File: src/rtl/alu_exec_ctrl_pkg.sv
// Shared types and constants for the execute sequencer: FSM states, ALU opcodes,
// opcode-class encodings and flag bit positions.
package alu_exec_ctrl_pkg;
  typedef enum logic [1:0] {S_IDLE, S_READ, S_EXEC, S_WB} state_e;

  // Source of the ALU B operand
  typedef enum logic [1:0] {B_REG, B_IMM8, B_IMM4} bsel_e;

  localparam logic [7:0] OP_SUB = 8'h09;
  localparam logic [7:0] OP_CMP = 8'h0B;

  localparam logic [3:0] HI_BASE  = 4'b0000;
  localparam logic [3:0] HI_ADDI  = 4'b0101;
  localparam logic [3:0] HI_ADDUI = 4'b0110;
  localparam logic [3:0] HI_ADDCI = 4'b0111;
  localparam logic [3:0] HI_SHIFT = 4'b1000;
  localparam logic [3:0] HI_SUBI  = 4'b1001;
  localparam logic [3:0] HI_CMPI  = 4'b1011;

  localparam int FZ = 4;
  localparam int FC = 3;
  localparam int FF = 2;
  localparam int FN = 1;
  localparam int FL = 0;
endpackage

File: src/rtl/alu_exec_ctrl_if.sv
// Instruction request handshake plus the retire strobes seen by the issuer.
interface alu_exec_ctrl_if;
  logic        req_valid;
  logic        req_ready;
  logic [15:0] instr;
  logic        done;
  logic        illegal;

  modport master (output req_valid, instr, input req_ready, done, illegal);
  modport slave  (input req_valid, instr, output req_ready, done, illegal);
endinterface

File: src/rtl/alu_exec_ctrl_decode.sv
// Combinational instruction decode: ALU opcode, B-operand source and
// writeback/flag-update permissions for one 16-bit instruction word.
module alu_op_decode
  import alu_exec_ctrl_pkg::*;
(
  input  logic [15:0] instr,
  output logic [7:0]  alu_opcode,
  output bsel_e       imm_sel,
  output logic        imm_sext,
  output logic        wb_allow,
  output logic        flag_wr,
  output logic        illegal
);
  logic [3:0] hi, ext;
  assign hi  = instr[15:12];
  assign ext = instr[7:4];

  always_comb begin
    alu_opcode = {hi, ext};
    imm_sel    = B_REG;
    imm_sext   = 1'b0;
    wb_allow   = 1'b0;
    flag_wr    = 1'b0;
    illegal    = 1'b0;
    case (hi)
      HI_BASE: begin
        // ext 0 is NOP: retires with neither writeback nor flag update
        if (ext != 4'h0) begin
          if (ext <= 4'h9) begin
            wb_allow = 1'b1;
            flag_wr  = 1'b1;
          end else if (ext == 4'hB || ext == 4'hF) begin
            flag_wr  = 1'b1;
          end else begin
            illegal  = 1'b1;
          end
        end
      end
      HI_ADDI, HI_ADDCI: begin
        imm_sel  = B_IMM8;
        imm_sext = 1'b1;
        wb_allow = 1'b1;
        flag_wr  = 1'b1;
      end
      HI_ADDUI: begin
        imm_sel  = B_IMM8;
        wb_allow = 1'b1;
        flag_wr  = 1'b1;
      end
      HI_SUBI: begin
        alu_opcode = OP_SUB;
        imm_sel    = B_IMM8;
        imm_sext   = 1'b1;
        wb_allow   = 1'b1;
        flag_wr    = 1'b1;
      end
      HI_CMPI: begin
        alu_opcode = OP_CMP;
        imm_sel    = B_IMM8;
        imm_sext   = 1'b1;
        flag_wr    = 1'b1;
      end
      HI_SHIFT: begin
        if (ext == 4'h0 || ext == 4'h1) begin
          imm_sel  = B_IMM4;
          wb_allow = 1'b1;
          flag_wr  = 1'b1;
        end else if (ext == 4'h4) begin
          wb_allow = 1'b1;
          flag_wr  = 1'b1;
        end else begin
          illegal  = 1'b1;
        end
      end
      default: illegal = 1'b1;
    endcase
  end
endmodule

File: src/rtl/alu_exec_ctrl.sv
// Four-cycle execute sequencer (IDLE->READ->EXEC->WB) around an external
// combinational ALU; owns operand/result registers and the PSR flags.
module alu_exec_ctrl
  import alu_exec_ctrl_pkg::*;
#(
  parameter int DATA_W  = 16,
  parameter int RADDR_W = 4,
  parameter int FLAG_W  = 5
) (
  input  logic               clk,
  input  logic               reset,
  alu_exec_ctrl_if.slave     req,
  output logic [RADDR_W-1:0] rf_ra_addr,
  output logic [RADDR_W-1:0] rf_rb_addr,
  input  logic [DATA_W-1:0]  rf_ra_data,
  input  logic [DATA_W-1:0]  rf_rb_data,
  output logic [DATA_W-1:0]  alu_a,
  output logic [DATA_W-1:0]  alu_b,
  output logic [7:0]         alu_opcode,
  output logic               alu_cin,
  input  logic [DATA_W-1:0]  alu_c,
  input  logic [FLAG_W-1:0]  alu_flags,
  output logic               wb_en,
  output logic [RADDR_W-1:0] wb_addr,
  output logic [DATA_W-1:0]  wb_data,
  output logic [FLAG_W-1:0]  psr_flags
);
  state_e              state, nxt;
  logic [15:0]         instr_q, ins_cur;
  logic [DATA_W-1:0]   opa, opb, res_q, b_mux;
  logic [FLAG_W-1:0]   flg_q;
  logic [7:0]          dec_opcode;
  bsel_e               dec_bsel;
  logic                dec_sext, dec_wb, dec_fw, dec_ill;

  alu_op_decode u_dec (
    .instr      (instr_q),
    .alu_opcode (dec_opcode),
    .imm_sel    (dec_bsel),
    .imm_sext   (dec_sext),
    .wb_allow   (dec_wb),
    .flag_wr    (dec_fw),
    .illegal    (dec_ill)
  );

  always_ff @(posedge clk) begin
    if (reset) state <= S_IDLE;
    else       state <= nxt;
  end

  always_comb begin
    nxt = state;
    case (state)
      S_IDLE:  if (req.req_valid) nxt = S_READ;
      S_READ:  nxt = S_EXEC;
      S_EXEC:  nxt = S_WB;
      default: nxt = S_IDLE;
    endcase
  end

  always_comb begin
    case (dec_bsel)
      B_IMM8:  b_mux = dec_sext ? {{(DATA_W-8){instr_q[7]}}, instr_q[7:0]}
                                : {{(DATA_W-8){1'b0}}, instr_q[7:0]};
      B_IMM4:  b_mux = {{(DATA_W-4){1'b0}}, instr_q[3:0]};
      default: b_mux = rf_rb_data;
    endcase
  end

  always_ff @(posedge clk) begin
    if (reset) begin
      instr_q   <= '0;
      opa       <= '0;
      opb       <= '0;
      res_q     <= '0;
      flg_q     <= '0;
      psr_flags <= '0;
    end else begin
      case (state)
        S_IDLE: if (req.req_valid) instr_q <= req.instr;
        S_READ: begin
          opa <= rf_ra_data;
          opb <= b_mux;
        end
        S_EXEC: begin
          res_q <= alu_c;
          flg_q <= alu_flags;
        end
        default: if (dec_fw && !dec_ill) psr_flags <= flg_q;
      endcase
    end
  end

  // Register addresses come straight off the bus in IDLE so the regfile
  // returns data during READ.
  assign ins_cur = (state == S_IDLE) ? req.instr : instr_q;

  always_comb begin
    req.req_ready = (state == S_IDLE);
    rf_ra_addr    = ins_cur[8 +: RADDR_W];
    rf_rb_addr    = ins_cur[0 +: RADDR_W];
    alu_a         = '0;
    alu_b         = '0;
    alu_opcode    = '0;
    alu_cin       = 1'b0;
    wb_en         = 1'b0;
    req.done      = 1'b0;
    req.illegal   = 1'b0;
    wb_addr       = instr_q[8 +: RADDR_W];
    wb_data       = res_q;
    if (state == S_EXEC) begin
      alu_a      = opa;
      alu_b      = opb;
      alu_opcode = dec_opcode;
      alu_cin    = psr_flags[FC];
    end
    // Strobes are masked by reset so an aborted instruction never retires
    if (state == S_WB && !reset) begin
      wb_en       = dec_wb && !dec_ill;
      req.done    = 1'b1;
      req.illegal = dec_ill;
    end
  end
endmodule
File: src/flat_wrapper.sv
// flat-port wrapper written by rule: the top's interface ports become plain ports
module alu_exec_ctrl_flat import alu_exec_ctrl_pkg::*;
#(
  parameter int DATA_W  = 16,
  parameter int RADDR_W = 4,
  parameter int FLAG_W  = 5
)
  (clk, reset, rf_ra_addr, rf_rb_addr, rf_ra_data, rf_rb_data, alu_a, alu_b, alu_opcode, alu_cin, alu_c, alu_flags, wb_en, wb_addr, wb_data, psr_flags, req_req_valid, req_instr, req_req_ready, req_done, req_illegal);
  alu_exec_ctrl_if req_i ();
  input  logic clk;
  input  logic reset;
  output logic [RADDR_W-1:0] rf_ra_addr;
  output logic [RADDR_W-1:0] rf_rb_addr;
  input  logic [DATA_W-1:0] rf_ra_data;
  input  logic [DATA_W-1:0] rf_rb_data;
  output logic [DATA_W-1:0] alu_a;
  output logic [DATA_W-1:0] alu_b;
  output logic [7:0] alu_opcode;
  output logic alu_cin;
  input  logic [DATA_W-1:0] alu_c;
  input  logic [FLAG_W-1:0] alu_flags;
  output logic wb_en;
  output logic [RADDR_W-1:0] wb_addr;
  output logic [DATA_W-1:0] wb_data;
  output logic [FLAG_W-1:0] psr_flags;
  input wire logic [$bits(req_i.req_valid)-1:0] req_req_valid;
  input wire logic [$bits(req_i.instr)-1:0] req_instr;
  output wire logic [$bits(req_i.req_ready)-1:0] req_req_ready;
  output wire logic [$bits(req_i.done)-1:0] req_done;
  output wire logic [$bits(req_i.illegal)-1:0] req_illegal;
  assign req_i.req_valid = req_req_valid;
  assign req_i.instr = req_instr;
  assign req_req_ready = req_i.req_ready;
  assign req_done = req_i.done;
  assign req_illegal = req_i.illegal;
  alu_exec_ctrl #(.DATA_W(DATA_W), .RADDR_W(RADDR_W), .FLAG_W(FLAG_W)) u_core (.clk(clk), .reset(reset), .req(req_i), .rf_ra_addr(rf_ra_addr), .rf_rb_addr(rf_rb_addr), .rf_ra_data(rf_ra_data), .rf_rb_data(rf_rb_data), .alu_a(alu_a), .alu_b(alu_b), .alu_opcode(alu_opcode), .alu_cin(alu_cin), .alu_c(alu_c), .alu_flags(alu_flags), .wb_en(wb_en), .wb_addr(wb_addr), .wb_data(wb_data), .psr_flags(psr_flags));
endmodule
File: config.mk
export PLATFORM = sky130hd
export DESIGN_NAME = alu_exec_ctrl_flat
export DESIGN_NICKNAME = d
export VERILOG_FILES = /design/src/rtl/alu_exec_ctrl_pkg.sv /design/src/rtl/alu_exec_ctrl_if.sv /design/src/rtl/alu_exec_ctrl_decode.sv /design/src/rtl/alu_exec_ctrl.sv /design/src/flat_wrapper.sv
export SDC_FILE = /design/constraint.sdc
export NUM_CORES = 1
export LEC_CHECK = 0
export BUFFER_PORTS_ARGS = -buffer_cell sky130_fd_sc_hd__buf_2
export CAP_MARGIN = 10
export CORE_MARGIN = 2
export CORE_UTILIZATION = 52
export DETAILED_ROUTE_END_ITERATION = 16
export GPL_ROUTABILITY_DRIVEN = 0
export HOLD_SLACK_MARGIN = 0.1
export PLACE_DENSITY = 0.86
export SYNTH_ARGS = -nofsm -noshare
export SYNTH_HDL_FRONTEND = slang
export SYNTH_SLANG_ARGS = --single-unit
File: constraint.sdc
create_clock -name clk -period 7.35 [get_ports clk]
set_clock_uncertainty 0.15 [all_clocks]
set_input_delay 0.3675 -clock clk [delete_from_list [all_inputs] [get_ports clk]]
set_output_delay 0.3675 -clock clk [all_outputs]
set_load 0.01 [all_outputs]
==> flow_summary.ini, run 1 <==
[placement]
port_buffers = 149
post-dp-hpwl_um = 6300
dp.cells = 617

[power_and_ir_drop]
vdd_drop_max_mv = 0.130
leakage_nw = 2.19
power.total_mw = 1.16
power.density_nw_per_um2 = 249

[global_routing]
use_met3_pct = 6.07
met2_usage_pct = 39.3
grt_overflow = 0
grt_pass1_wl_um = 14500
met1_usage_pct = 29.1
grt_util_all_layers_pct = 24.1
grt_antenna_before_repair = 1
grt_pass1_vias = 3183
busiest_layer = met2
grt_max_degree = 83

[critical_path]
critPathCapture = u_core.opb[15]
r2r_setup_slack_ns = 3.99
critPathLaunchType = register
startpoint = u_core.instr_q[12]
r2r_start = u_core.instr_q[12]
path_class = register to register
arrival_ns = 3.41
path_max_fanout = 24
cp.required_ns = 7.39
ff2ff_path_depth = 6
worstReg2RegEnd = u_core.opb[15]
end_kind = register

[cts]
cts_resized = 0
clkTransAtPathRegs_ns = 0.09
clock-sinks = 76
ctsRootBufferMaster = clkbuf_8
cts_tree = built
htreeDepth = 3
cts_buffers = 9
ctsHoldBuffers = 13
cts_max_path_buffers = 2
post_cts_buffers = 0
clock_latency_ns = 0.35

[timing]
fmax_ghz = 0.298
finalHoldViolCount = 0
rsz0062_at_grt = false
setup_violations = 0
relSlewSlack_pct = 37.9
setup_tns_ns = 0
period_share_pct = 45.7
worst_pin_slew_ns = 0.931
maxSlewViolCount = 0
min_period_ns = 3.36

[detailed_routing]
via_per_inst = 5.27
vias = 3410
drc_errors = 0
ant_nets = 0
totalWireLength_um = 9230
first_pass_iters = 4
avgRoutedWirePerCell_um = 14.3
drt_iter0_markers = 183

[synth]
yosys.area.top_type = dfxtp_1
yosys_warnings = 0
yosys-top-cells-area = dfxtp_1 42%, mux2i_1 12%, nor2_1 6.5%
synth_most_common_cell = dfxtp_1
ys_types = 37
ys_seq_elements = 76
async_flop_share_pct = 0
syn_area_um2 = 3620
ys.flop_type = dfxtp_1
synth_commonest_cells = 76 x dfxtp_1, 63 x nor2_1, 54 x nand2_1, 44 x mux2i_1, 35 x and2_1
synth-edff-count = 0
syn_nets = 503
yosysTopAreaCellShare_pct = 42.0
synth_seq_area_share_pct = 42.0
syn_inst = 424
syn_area_per_cell_um2 = 8.55

[min_path]
hold_path.class = input pin to register
hold_start = req_instr[5]

[floorplanning]
coreArea_um2 = 6760
dieWidth_um = 87.5
ios = 150
die_h_um = 87.5
core.rowCount = 30
dieArea_um2 = 7650
initial_core_util_pct = 53.6

[final_layout]
area_growth_pct = 28.4
drive_above_1_share_pct = 32.0
stdcell_count = 647
nets = 640

[run]
max-cap-violations = 0

[run_status]
outcome = finished, final reports clean
-- kinds of logic (layout without fill, tap and decap cells) --
family / Yosys count / count (layout) / share of synthesized area (%)
and+or+nand+nor: 179 / 179 / 23.1
DFF: 76 / 76 / 42.0
AOI/OAI and AO/OA: 61 / 61 / 11.7
muxes: 53 / 53 / 14.9
buffers and inverters: 47 / 189 / 5.66
adders and majority gates: 7 / 7 / 2.42
xor gates and xnor gates: 1 / 1 / 0.242
other: 0 / 1 / 0
-- routing by layer --
| metal | routed length (um) | part of all wire (%) | vias up |
|---|---|---|---|
| met2 | 4480 | 49 | 146 |
| met5 | 0 | 0 | - |
| li1 | - | - | 1682 |
| met1 | 3860 | 42 | 1563 |
| met4 | 255 | 2.8 | 0 |
| met3 | 628 | 6.8 | 19 |
-- registers in the layout (all words and copies together) (netlist names) --
register / flops
u_core.state: 2
u_core.opb: 16
u_core.flg_q: 5
u_core.psr_flags: 5
u_core.instr_q: 16
u_core.opa: 16
u_core.wb_data: 16
-- worst min path at each step --
stage | slack [ns] | endpoint | cells past startpoint
6_report | 0.11 | u_core.instr_q[5] | 3
5_1_grt | 0.10 | u_core.wb_data[5] | 3
4_1_cts | 0.10 | u_core.opa[9] | 3
3_5_place_dp | 0.31 | u_core.instr_q[8] | 2
3_3_place_gp | 0.31 | u_core.instr_q[8] | 2
2_1_floorplan | 0.29 | u_core.instr_q[0] | 2
-- power breakdown --
group          switching [mW]  leakage (nW)  internal, mW
Sequential             0.0395         0.621         0.466
Combinational           0.178          1.47         0.146
Clock                   0.161        0.0999         0.168
-- final cells by class --
class                           count  area, um^2
Sequential cell                    76        1520
Fill cell                         551        2100
Clock inverter                      5        60.1
Multi-Input combinational cell    301        1900
Antenna cell                        1        2.50
Inverter                            9        33.8
Clock buffer                       11         141
Tap cell                           80         100
Timing Repair Buffer              164         891
-- stage by stage --
| stage | utilization (%) | hold WS, ns | setup WS (ns) | area (um^2) |
|---|---|---|---|---|
| after global routing | 68.9 | 0.102 | 3.78 | 4650 |
| after detailed placement | 63.9 | 0.313 | 4.04 | 4320 |
| final | 68.9 | 0.106 | 3.99 | 4650 |
| after CTS | 68.8 | 0.100 | 4.02 | 4650 |
| after floorplan | - | 0.292 | 4.75 | 3620 |
| after global placement | 63.9 | 0.305 | 4.16 | 4320 |
-- placed cells by master (no fill, tap or decap), types with 3 or more instances in the layout --
cell type,instances
nor2_1,63
buf_2,149
nor3b_1,4
and3_1,3
inv_1,8
ha_1,5
o21ai_0,4
nand2_1,54
dlygate4sd3_1,13
nand2b_1,14
a21oi_1,24
a211oi_1,15
o211ai_1,4
and2_1,35
mux2_2,9
clkbuf_8,10
dfxtp_1,76
mux2i_1,44
-- worst max-delay path, cell delays in order (launching register included) --
cell and delay (ns):
dfxtp_1 0.41, or3_4 0.46, or4_1 0.54, ha_1 0.76, nor2_1 0.15, a31oi_1 0.58, a211oi_1 0.16
Note: power is estimated with default switching activity, not from simulation.
==> run 2, diff against run 1 <==
Settings changed: ABC_AREA from default to 1, CORE_UTILIZATION 52 to 47, PLACE_DENSITY 0.86 to 0.79.
Clock period 7.35 ns to 3.3 ns, I/O delays scaled along.
==> flow_summary.ini, run 2 <==
[global_routing]
grt_pass1_vias = 3554
grt_pass1_wl_um = 15800
grt_antenna_before_repair = 0
grt_overflow = 0
grt_util_all_layers_pct = 25.6
grt_max_degree = 44

[cts]
clkTransAtPathRegs_ns = 0.08
cts_resized = 0
clock-sinks = 76
cts_tree = built
ctsRootBufferMaster = clkbuf_8
clock_latency_ns = 0.34
htreeDepth = 3
cts_max_path_buffers = 2
post_cts_buffers = 0
cts_buffers = 9
ctsHoldBuffers = 72

[floorplanning]
die_h_um = 89.6
dieWidth_um = 89.6
dieArea_um2 = 8020
core.rowCount = 31
initial_core_util_pct = 48.0
ios = 150
coreArea_um2 = 7180

[detailed_routing]
drt_iter0_markers = 149
first_pass_iters = 5
vias = 3998
drc_errors = 0
ant_nets = 0
totalWireLength_um = 10700
avgRoutedWirePerCell_um = 13.3
via_per_inst = 4.97

[final_layout]
drive_above_1_share_pct = 25.1
final_cell_mix = 149 x buf_2, 80 x nor2_1, 79 x o21ai_0
area_growth_pct = 49.0
nets = 779
mostFrequentLayoutCell = buf_2
utilization_pct = 71.4
diodes = 0

[synth]
yosys-top-cells-area = dfxtp_1 44%, o21ai_0 11%, a21oi_1 9.3%
syn_nets = 579
yosysTopAreaCellShare_pct = 44.2
muxShareOfSynthArea_pct = 0
syn_area_um2 = 3440
syn_inst = 500
ys_types = 22
synth_top_family_by_area = compound AO/OA/AOI/OAI gates
syn_area_per_cell_um2 = 6.88
synth-edff-count = 0
yosys.area.top_type = dfxtp_1
ys.flop_type = dfxtp_1
async_flop_share_pct = 0
yosys.area_share.adder_pct = 2.55
synth_most_common_cell = nor2_1
synth_compound_area_share_pct = 21.6
synth_commonest_cells = 80 x nor2_1, 79 x o21ai_0, 76 x dfxtp_1, 66 x inv_1, 64 x a21oi_1
synth_seq_area_share_pct = 44.2
yosys.area_share.simple_pct = 19.8
ys_seq_elements = 76
yosys_warnings = 0
synthXorXnorAreaFrac_pct = 0

[power_and_ir_drop]
p_int_mw = 2.29
p_switching_mw = 1.62
vdd_drop_max_mv = 0.540
leakage_nw = 2.73
power.density_nw_per_um2 = 763
p_seq_share_pct = 37.1
clockPowerShare_pct = 20.3
swShare_pct = 41.3
combPwrFrac_pct = 42.7

[critical_path]
path_max_fanout = 33
ff2ff_path_depth = 5
cp.required_ns = 3.34
end_kind = register
critPathLaunchType = register
r2r_setup_slack_ns = 0.60
r2r_start = u_core.state[1]
worstReg2RegEnd = u_core.opb[8]
path_class = register to register
arrival_ns = 2.74

[run_status]
outcome = finished, final reports clean

[placement]
post-dp-hpwl_um = 6440
port_buffers = 149

[timing]
setup_violations = 0
finalHoldViolCount = 0
min_period_ns = 2.70
fmax_ghz = 0.371
worst_pin_slew_ns = 0.940
relSlewSlack_pct = 37.3
maxSlewViolCount = 0
rsz0062_at_grt = false
setup_tns_ns = 0
period_share_pct = 81.8

[run]
max-cap-violations = 0

[min_path]
hold_path.class = register to register
hold_start = u_core.flg_q[0]
hold_depth = 2
hold_end = u_core.flg_q[0]
run 2: power by group through the flow:
stage	clock network, mW	registers, mW	logic (mW)
finish	0.793	1.45	1.67
global route	0.853	1.48	1.88
CTS	0.805	1.44	1.65
detailed placement	0	1.46	1.56
global placement	0	1.44	1.52
floorplan	0	1.45	1.08
run 2: final cells by class:
type | count | area (um^2)
inverter | 67 | 251
clock inverter | 6 | 87.6
sequential | 76 | 1520
fill | 584 | 2050
clock buffer | 10 | 138
timing repair buffer | 224 | 1490
multi-input combinational | 322 | 1520
tap | 99 | 124
run 2: worst max-delay path by stage:
stage	end	start	slack [ns]	cells after the start
detailed placement	u_core.opb[14]	u_core.instr_q[15]	0.64	9
CTS	u_core.opb[14]	u_core.instr_q[15]	0.62	9
finish	u_core.opb[8]	u_core.state[1]	0.60	5
global placement	u_core.opb[15]	u_core.instr_q[15]	0.69	9
floorplan	u_core.opb[10]	u_core.instr_q[15]	1.18	10
global route	u_core.opb[12]	u_core.state[1]	0.35	5
run 2: cell families (layout without fill, tap and decap cells):
group	Yosys count	after routing
simple gates	168	168
compound gates	147	147
buf+inv	102	307
flops	76	76
fa+ha+maj	7	7
run 2: routing by layer:
metal / track usage (%) / up-vias / routed length (um)
met5: 0 / - / 0
met2: 45.6 / 184 / 5440
met3: 4.43 / 20 / 637
li1: - / 1993 / -
met4: 10.2 / 0 / 229
met1: 30.4 / 1801 / 4380
run 2: worst max-delay path: stages, from the launching register on:
cell	delay [ns]
dfxtp_1	0.35
inv_1	0.12
ha_1	0.79
inv_1	0.69
a21oi_1	0.34
a21oi_1	0.10
run 2: metrics by stage:
| stage | power, mW | setup WS [ns] | instance area (um^2) | std cells | hold WS, ns |
|---|---|---|---|---|---|
| after floorplan | 2.53 | 1.18 | 3440 | 500 | 0.0935 |
| after global placement | 2.96 | 0.693 | 4180 | 716 | 0.228 |
| after detailed placement | 3.02 | 0.644 | 4180 | 716 | 0.236 |
| after CTS | 3.89 | 0.617 | 5130 | 804 | 0.314 |
| after global routing | 4.22 | 0.352 | 5130 | 804 | 0.336 |
| final | 3.91 | 0.602 | 5130 | 804 | 0.308 |
==> run 3, diff against run 2 <==
Clock period 3.3 ns to 2.6 ns, I/O delays scaled along.
==> flow_summary.ini, run 3 (same netlist as run 2, synthesis figures left out) <==
[floorplanning]
dieWidth_um = 89.6
dieArea_um2 = 8020
coreArea_um2 = 7180
core.rowCount = 31
ios = 150
initial_core_util_pct = 48.0
die_h_um = 89.6

[timing]
worst_pin_slew_ns = 0.683
setup_tns_ns = 0
relSlewSlack_pct = 54.2
fin_hold_ws_ns = 0.313
finalHoldViolCount = 0
period_share_pct = 88.6
min_period_ns = 2.30
maxSlewViolCount = 0
fmax_ghz = 0.434
setup_violations = 0
rsz0062_at_grt = false

[critical_path]
path_max_fanout = 8
max_stage_delay_ns = 0.40
end_kind = register
path_class = register to register
crit_top_cell = nor3_1
crit_chain = inv_2, nor2_2, nand2_1, nor3_1, inv_1, ha_1, nor3_1, o211ai_1, a21oi_1
cp.required_ns = 2.72
critPathLaunchType = register
arrival_ns = 2.42
path_buf_inv = 2
critical-path-top-delay-family = simple AND/OR/NAND/NOR gates
cp_slowest_cell = dfxtp_1

[min_path]
hold_path.class = register to register

[cts]
post_cts_buffers = 0
ctsRootBufferMaster = clkbuf_8
clock-sinks = 76
cts_max_path_buffers = 2
clkTransAtPathRegs_ns = 0.08
cts_buffers = 9
cts_tree = built
clock_latency_ns = 0.34
htreeDepth = 3

[power_and_ir_drop]
leakage_nw = 2.75
vdd_drop_max_mv = 0.611
power.density_nw_per_um2 = 957

[detailed_routing]
drc_errors = 0
drt_iter0_markers = 157
vias = 4021
via_per_inst = 4.96
ant_nets = 0
totalWireLength_um = 10600
avgRoutedWirePerCell_um = 13.1
first_pass_iters = 6

[final_layout]
diodes = 0
drive_above_1_share_pct = 25.7
nets = 785
mostFrequentLayoutCell = buf_2
final_cell_mix = 149 x buf_2, 80 x nor2_1, 79 x o21ai_0
area_growth_pct = 49.9

[global_routing]
grt_overflow = 0
grt_antenna_before_repair = 0
grt_max_degree = 44
grt_pass1_vias = 3661
grt_util_all_layers_pct = 25.5
grt_pass1_wl_um = 15900

[placement]
port_buffers = 149
post-dp-hpwl_um = 6410

[run]
max-cap-violations = 0

[run_status]
outcome = finished, final reports clean
==> run 3: cell types whose count changed in the layout (fill, tap and decap cells not counted), sizes merged <==
| cell | previous run | this run |
|---|---|---|
| buf | 152 | 158 |
| inv | 67 | 68 |
| bufinv | 2 | 1 |
| clkinvlp | 0 | 2 |
| clkinv | 4 | 1 |
| clkbuf | 10 | 11 |
==> run 3: worst paths after layout <==
| kind | start | to | slack [ns] | depth (start not counted) |
|---|---|---|---|---|
| worst min-delay path | u_core.flg_q[1] | u_core.flg_q[1] | 0.31 | 2 |
| worst max-delay path | u_core.instr_q[15] | u_core.opb[11] | 0.30 | 9 |
| worst min register to register | u_core.flg_q[1] | u_core.flg_q[1] | 0.31 | 2 |
| worst max register to register | u_core.instr_q[15] | u_core.opb[11] | 0.30 | 9 |
==> run 3: what timing repair did <==
action | 4_1_cts | 5_1_grt
hold buffers | 72 | 0
gates resized for setup | 0 | 0
endpoints found under the hold margin | 71 | 0
==> run 3: layout make-up <==
class	count	area (um^2)
clock inverters	5	58.8
multi-input cells	322	1520
flip-flops and latches	76	1520
well taps	99	124
inverters	67	251
clock buffers	11	151
repair buffers	230	1530
fillers	535	2020
==> run 3: layer usage <==
layer / routed length [um] / vias to the layer above / track usage (%) / part of all wire, %
li1: - / 2011 / - / -
met1: 4300 / 1829 / 29.2 / 40
met2: 5570 / 169 / 47.3 / 52
met3: 663 / 12 / 5.45 / 6.2
met4: 116 / 0 / 7.33 / 1.1
met5: 0 / - / 0 / 0
==> run 3: where the power goes <==
group          leakage [nW]  switching [mW]  internal, mW
combinational          2.02            1.39         0.788
sequential            0.625           0.235          1.59
clock                 0.102           0.436         0.498
total                  2.75            2.06          2.88
==> run 3: stage by stage <==
stage | instances | worst slack [ns] | power [mW] | instance area (um^2) | utilization (%)
floorplan | 500 | 0.483 | 3.21 | 3440 | -
finish | 810 | 0.297 | 4.93 | 5160 | 71.9
global placement | 722 | 0.421 | 3.81 | 4230 | 58.9
CTS | 810 | 0.289 | 4.90 | 5160 | 71.9
global route | 810 | 0.0552 | 5.31 | 5160 | 71.9
detailed placement | 722 | 0.306 | 3.87 | 4230 | 58.9
==> run 3: worst min-delay path, delay by kind of cell (launching register included) <==
family | cells | cell delay [ns]
flops | 1 | 0.30
buf+inv | 1 | 0.06
compound gates | 1 | 0.06
